--- src/rtl/regfile_bulk_param_if.sv ---
// regfile_bulk_param_if: read/write/bulk-writeback bus of the parametrised register file
interface regfile_bulk_param_if #(parameter int DATA_W = 8, ADDR_W = 3, BULK_N = 4);
  logic write;
  logic [ADDR_W-1:0] destreg, srcreg1, srcreg2;
  logic [DATA_W-1:0] wrtData, rdata1, rdata2;
  logic [(2**ADDR_W)*DATA_W-1:0] regs_flat;
  logic [BULK_N*DATA_W-1:0] bulk_data;
  logic bulk_start, bulk_busy, bulk_done, wr_stall;
  modport master(output write, destreg, wrtData, srcreg1, srcreg2, bulk_start, bulk_data,
                 input rdata1, rdata2, regs_flat, bulk_busy, bulk_done, wr_stall);
  modport slave(input write, destreg, wrtData, srcreg1, srcreg2, bulk_start, bulk_data,
                output rdata1, rdata2, regs_flat, bulk_busy, bulk_done, wr_stall);
endinterface

--- src/rtl/regfile_bulk_param.sv ---
// regfile_bulk_param: DEPTH x DATA_W register file with bulk-writeback engine; define
// REGFILE_BYPASS_EN for read-during-write forwarding on rdata1/rdata2.
module regfile_bulk_param #(
  parameter int DATA_W = 8,
  parameter int ADDR_W = 3,
  parameter int BULK_N = 4,
  parameter int BULK_BASE = 0
) (
  input logic clk,
  input logic reset,
  regfile_bulk_param_if.slave bus
);
  localparam int DEPTH = 2**ADDR_W;
  localparam int IW = BULK_N > 1 ? $clog2(BULK_N) : 1;
  typedef enum logic [1:0] {IDLE, BURST, DONE} state_t;
  state_t state, state_n;
  logic [IW-1:0] idx;
  logic [DATA_W-1:0] rf [DEPTH];
  logic [DATA_W-1:0] sh [BULK_N];
  logic busy, we, last;
  logic [ADDR_W-1:0] baddr;
  assign busy = state == BURST;
  assign we = bus.write & ~busy;
  assign last = idx == IW'(BULK_N - 1);
  // address arithmetic at ADDR_W bits gives the mod-DEPTH wrap for free
  assign baddr = ADDR_W'(BULK_BASE) + ADDR_W'(idx);
  always_comb
    state_n = state == IDLE  ? (bus.bulk_start ? BURST : IDLE) :
              state == BURST ? (last ? DONE : BURST) : IDLE;
  always_ff @(posedge clk or posedge reset)
    if (reset) state <= IDLE;
    else state <= state_n;
  always_ff @(posedge clk or posedge reset)
    if (reset) begin
      for (int i = 0; i < DEPTH; i++) rf[i] <= DATA_W'(i);
      for (int k = 0; k < BULK_N; k++) sh[k] <= '0;
      idx <= '0;
    end else begin
      if (state == IDLE && bus.bulk_start) begin
        for (int k = 0; k < BULK_N; k++) sh[k] <= bus.bulk_data[k*DATA_W +: DATA_W];
        idx <= '0;
      end
      if (busy) begin
        rf[baddr] <= sh[idx];
        idx <= idx + IW'(1);
      end
      if (we) rf[bus.destreg] <= bus.wrtData;
    end
  assign bus.bulk_busy = busy;
  assign bus.bulk_done = state == DONE;
  assign bus.wr_stall = bus.write & busy;
  for (genvar g = 0; g < DEPTH; g++) begin : g_flat
    assign bus.regs_flat[g*DATA_W +: DATA_W] = rf[g];
  end
`ifdef REGFILE_BYPASS_EN
  assign bus.rdata1 = we && bus.srcreg1 == bus.destreg ? bus.wrtData :
                      busy && bus.srcreg1 == baddr ? sh[idx] : rf[bus.srcreg1];
  assign bus.rdata2 = we && bus.srcreg2 == bus.destreg ? bus.wrtData :
                      busy && bus.srcreg2 == baddr ? sh[idx] : rf[bus.srcreg2];
`else
  assign bus.rdata1 = rf[bus.srcreg1];
  assign bus.rdata2 = rf[bus.srcreg2];
`endif
endmodule

--- src/flat_wrapper.sv ---
// flat-port wrapper written by rule: the top's interface ports become plain ports
module regfile_bulk_param_flat 
#(
  parameter int DATA_W = 8,
  parameter int ADDR_W = 3,
  parameter int BULK_N = 4,
  parameter int BULK_BASE = 0
)
  (clk, reset, bus_write, bus_destreg, bus_wrtData, bus_srcreg1, bus_srcreg2, bus_bulk_start, bus_bulk_data, bus_rdata1, bus_rdata2, bus_regs_flat, bus_bulk_busy, bus_bulk_done, bus_wr_stall);
  regfile_bulk_param_if #(.DATA_W(DATA_W), .ADDR_W(ADDR_W), .BULK_N(BULK_N)) bus_i ();
  input logic clk;
  input logic reset;
  input wire logic [$bits(bus_i.write)-1:0] bus_write;
  input wire logic [$bits(bus_i.destreg)-1:0] bus_destreg;
  input wire logic [$bits(bus_i.wrtData)-1:0] bus_wrtData;
  input wire logic [$bits(bus_i.srcreg1)-1:0] bus_srcreg1;
  input wire logic [$bits(bus_i.srcreg2)-1:0] bus_srcreg2;
  input wire logic [$bits(bus_i.bulk_start)-1:0] bus_bulk_start;
  input wire logic [$bits(bus_i.bulk_data)-1:0] bus_bulk_data;
  output wire logic [$bits(bus_i.rdata1)-1:0] bus_rdata1;
  output wire logic [$bits(bus_i.rdata2)-1:0] bus_rdata2;
  output wire logic [$bits(bus_i.regs_flat)-1:0] bus_regs_flat;
  output wire logic [$bits(bus_i.bulk_busy)-1:0] bus_bulk_busy;
  output wire logic [$bits(bus_i.bulk_done)-1:0] bus_bulk_done;
  output wire logic [$bits(bus_i.wr_stall)-1:0] bus_wr_stall;
  assign bus_i.write = bus_write;
  assign bus_i.destreg = bus_destreg;
  assign bus_i.wrtData = bus_wrtData;
  assign bus_i.srcreg1 = bus_srcreg1;
  assign bus_i.srcreg2 = bus_srcreg2;
  assign bus_i.bulk_start = bus_bulk_start;
  assign bus_i.bulk_data = bus_bulk_data;
  assign bus_rdata1 = bus_i.rdata1;
  assign bus_rdata2 = bus_i.rdata2;
  assign bus_regs_flat = bus_i.regs_flat;
  assign bus_bulk_busy = bus_i.bulk_busy;
  assign bus_bulk_done = bus_i.bulk_done;
  assign bus_wr_stall = bus_i.wr_stall;
  regfile_bulk_param #(.DATA_W(DATA_W), .ADDR_W(ADDR_W), .BULK_N(BULK_N), .BULK_BASE(BULK_BASE)) u_core (.clk(clk), .reset(reset), .bus(bus_i));
endmodule
--- config.mk ---
export PLATFORM = sky130hd
export DESIGN_NAME = regfile_bulk_param_flat
export DESIGN_NICKNAME = d
export VERILOG_FILES = /design/src/rtl/regfile_bulk_param_if.sv /design/src/rtl/regfile_bulk_param.sv /design/src/flat_wrapper.sv
export SDC_FILE = /design/constraint.sdc
export NUM_CORES = 1
export LEC_CHECK = 0
export BUFFER_PORTS_ARGS = -buffer_cell sky130_fd_sc_hd__buf_2
export CAP_MARGIN = 20
export CORE_MARGIN = 1.5
export CORE_UTILIZATION = 45
export CTS_CLUSTER_SIZE = 10
export DETAILED_ROUTE_END_ITERATION = 10
export GPL_TIMING_DRIVEN = 1
export PLACE_DENSITY = 0.74
export SYNTH_ARGS = -nofsm -noshare
export SYNTH_HDL_FRONTEND = slang
export SYNTH_SLANG_ARGS = --single-unit
--- constraint.sdc ---
create_clock -name clk -period 7.1 [get_ports clk]
set_input_delay 0.355 -clock clk [delete_from_list [all_inputs] [get_ports clk]]
set_output_delay 0.355 -clock clk [all_outputs]
set_load 0.01 [all_outputs]
==> impl_results.md <==
- Outcome: finished, final reports clean
- Port Buffers: 135
- Antenna diode count: 0
- Crit start category: flop
- Initial antenna violation count: 1
- Final instance area: 6480 um2
- Critical Path End Type: flop
- Vias: 3,509
- Worst-Skew Late Latency: 0.34 ns
- Row cnt: 39
- Pre-CTS setup slack: 4.79 ns
- DR pass1 iterations: 4
- Final setup TNS: 0 ns
- Hold_buf cts: 1
- Antenna viol nets, final: 0
- Die area: 12,700 um2
- Routed Wire Length: 12,900 um
- Fin crit share: 31.9%
- RSZ-0062 raised after global routing: false
- Final Core Density: between 50% and 60%
- R2r endpoint: u_core.bus.regs_flat[28]
- WL/cell: 21.0 um
- Gr usage total: 21.1%
- Post-Syn Instances: 338
- P_leak: ~0.0029 uW
- HP Start: bus_bulk_data[29]
- Setup CP Type: reg2reg
- Max_cap viols: 0
- Tightest Pin Transition: ~0.9 ns
- Highest-count cells in the layout ignoring fill and taps: mux2_2 (144), buf_2 (135), dfrtp_1 (88)
- Reg clk slew, reported paths: 0.07 ns
- Reg2Reg Setup Slack: a little under 5 ns
- Hold-critical path depth: 2
- Number of distinct library cells after synthesis: 24
- Final Setup Violations: 0
- Final Hold Viols: 0
- Syn Nets: ~400
- Fraction of layout cells with a size suffix above 1: ~74%
- CTS buffer count: 9
- Die height: 113 um
- Clk root buf: clkbuf_16
- Core box area: 11,600 um2
- Layout Skew: 0.0106 ns
- Clock Tree Buf Depth: 2
- Mapped cell area: 5430 um2
- Post-DP Area: 6170 um2
- Starting density of the core: roughly 47%
- Arr. time, crit path: about 2.5 ns
- Worst hold path class: in2reg
- # clock sinks: 100
- Leading cell type in the layout, fill and taps excluded: mux2_2
- CP Launch Point: u_core.idx[0]
- Final Net Count: 523
- Vias in the first global route: 3,731
- Hold Path End: u_core.sh[5]
- Postcts setup bufs: 0
- Worst vdd ir: 173 uV
- Routability Congestion: 0.783
- CTS tree: yes
- RR Startpoint: u_core.idx[0]
- Yosys reg bits: 100
- Largest net degree at the start of global routing: 74
- Synth Area per Inst: approximately 16 um2
- CTS resizes: 0
- Fill count: roughly 950
- Yosys Warn Count: 0
- Slew headroom: 38.9%
- Max-slew violations: 0
- Num ports: 136
- Worst Reg-to-Reg Cells: 4
- HPWL Detailed: a little over 9000 um
- Worst-path maximum fanout: 13
- Initial drt markers: 171
- Max frequency: 0.441 GHz
- Critical Path RT: 7.32 ns
- Number of H-tree levels: 3
- Seq/Total Area, Yosys: 46.4%
- Die Width: 113 um
- Final WS setup: 4.83 ns
- Min Tclk post-route: 2.27 ns
- # DRC: 0
- First-pass GRT wire length: 20,400 um
- Area grow syn2layout: 19.5%
- PD cells: ~470 nW/um2
- GRT Residual Overflow: 0
- DR vias/cell: 5.71
area by class of cell:
| class | count | area [um2] | area share, % |
|---|---|---|---|
| inverters | 4 | 17.5 | 0.270 |
| well taps | 143 | 179 | 2.76 |
| flip-flops and latches | 100 | 2520 | 38.8 |
| repair buffers | 138 | 701 | 10.8 |
| clock buffers | 9 | 225 | 3.47 |
| multi-input cells | 213 | 2760 | 42.6 |
| clock inverters | 7 | 81.3 | 1.25 |
registers in the layout, summed over array words and instances (netlist names):
register	cells
u_core.bus.regs_flat	64
u_core.idx	2
u_core.sh	32
u_core.state	2
worst max-delay path: stages (launching register included):
cell	delay [ns]
dfrtp_1	0.73
ha_1	0.26
and3b_1	0.50
mux2_2	0.39
mux2_2	0.27
where the power goes:
| group | switching, uW | internal [uW] |
|---|---|---|
| combinational | 553 | 830 |
| sequential | 284 | 892 |
| clock | 225 | 280 |
cells by family after synthesis:
family          Yosys count  synth area share [%]
compound gates            4                 0.530
flops                   100                  46.4
simple gates             21                  2.79
buf+inv                  25                  2.79
mux                     184                  46.6
fa+ha+maj                 4                 0.923
worst max-delay path by stage:
stage | slack, ns | to
3_3_place_gp | 4.84 | u_core.bus.regs_flat[30]
2_1_floorplan | 4.15 | u_core.bus.regs_flat[0]
6_report | 4.83 | u_core.bus.regs_flat[28]
3_5_place_dp | 4.79 | u_core.bus.regs_flat[28]
4_1_cts | 4.78 | u_core.bus.regs_flat[28]
5_1_grt | 4.69 | u_core.bus.regs_flat[27]
metal layers:
layer / routed length [um] / vias up / track usage (%) / part of all wire (%)
met3: 804 / 6 / 4.34 / 6.2
met4: 65 / 2 / 5.99 / 0.50
met1: 5710 / 1810 / 28.2 / 44
met5: 12 / - / 0 / 0.093
met2: 6310 / 125 / 35.4 / 49
li1: - / 1566 / - / -
Yosys cell counts:
| cell type | count | area share [%] |
|---|---|---|
| o21ai_0 | 1 | 0.092 |
| nor3b_2 | 1 | 0.23 |
| nor2b_1 | 1 | 0.12 |
| mux4_1 | 1 | 0.48 |
| nor3b_1 | 1 | 0.14 |
| dfrtp_1 | 88 | 41 |
| mux2_2 | 144 | 30 |
| and3_1 | 1 | 0.12 |
| buf_6 | 6 | 1.2 |
| nand2_1 | 1 | 0.069 |
| mux4_2 | 39 | 16 |
| nand3b_1 | 4 | 0.55 |
| ha_1 | 4 | 0.92 |
| a22o_1 | 1 | 0.16 |
| and2_1 | 1 | 0.12 |
| inv_1 | 4 | 0.28 |
| and3b_1 | 6 | 0.97 |
| dfstp_2 | 12 | 5.8 |
| buf_2 | 10 | 0.92 |
| nand2b_1 | 1 | 0.12 |
| nand3_1 | 4 | 0.37 |
| buf_1 | 2 | 0.14 |
| clkbuf_1 | 3 | 0.21 |
| o21bai_1 | 2 | 0.28 |
per-stage QoR:
| stage | hold slack (ns) | std cells | total power, uW |
|---|---|---|---|
| after floorplan | 0.472 | 338 | 2110 |
| after global placement | 0.347 | 597 | 2500 |
| after detailed placement | 0.350 | 597 | 2570 |
| after CTS | 0.235 | 614 | 3080 |
| after global routing | 0.244 | 614 | 3250 |
| final | 0.241 | 614 | 3060 |
No activity file was read; power rests on OpenSTA's default activity.
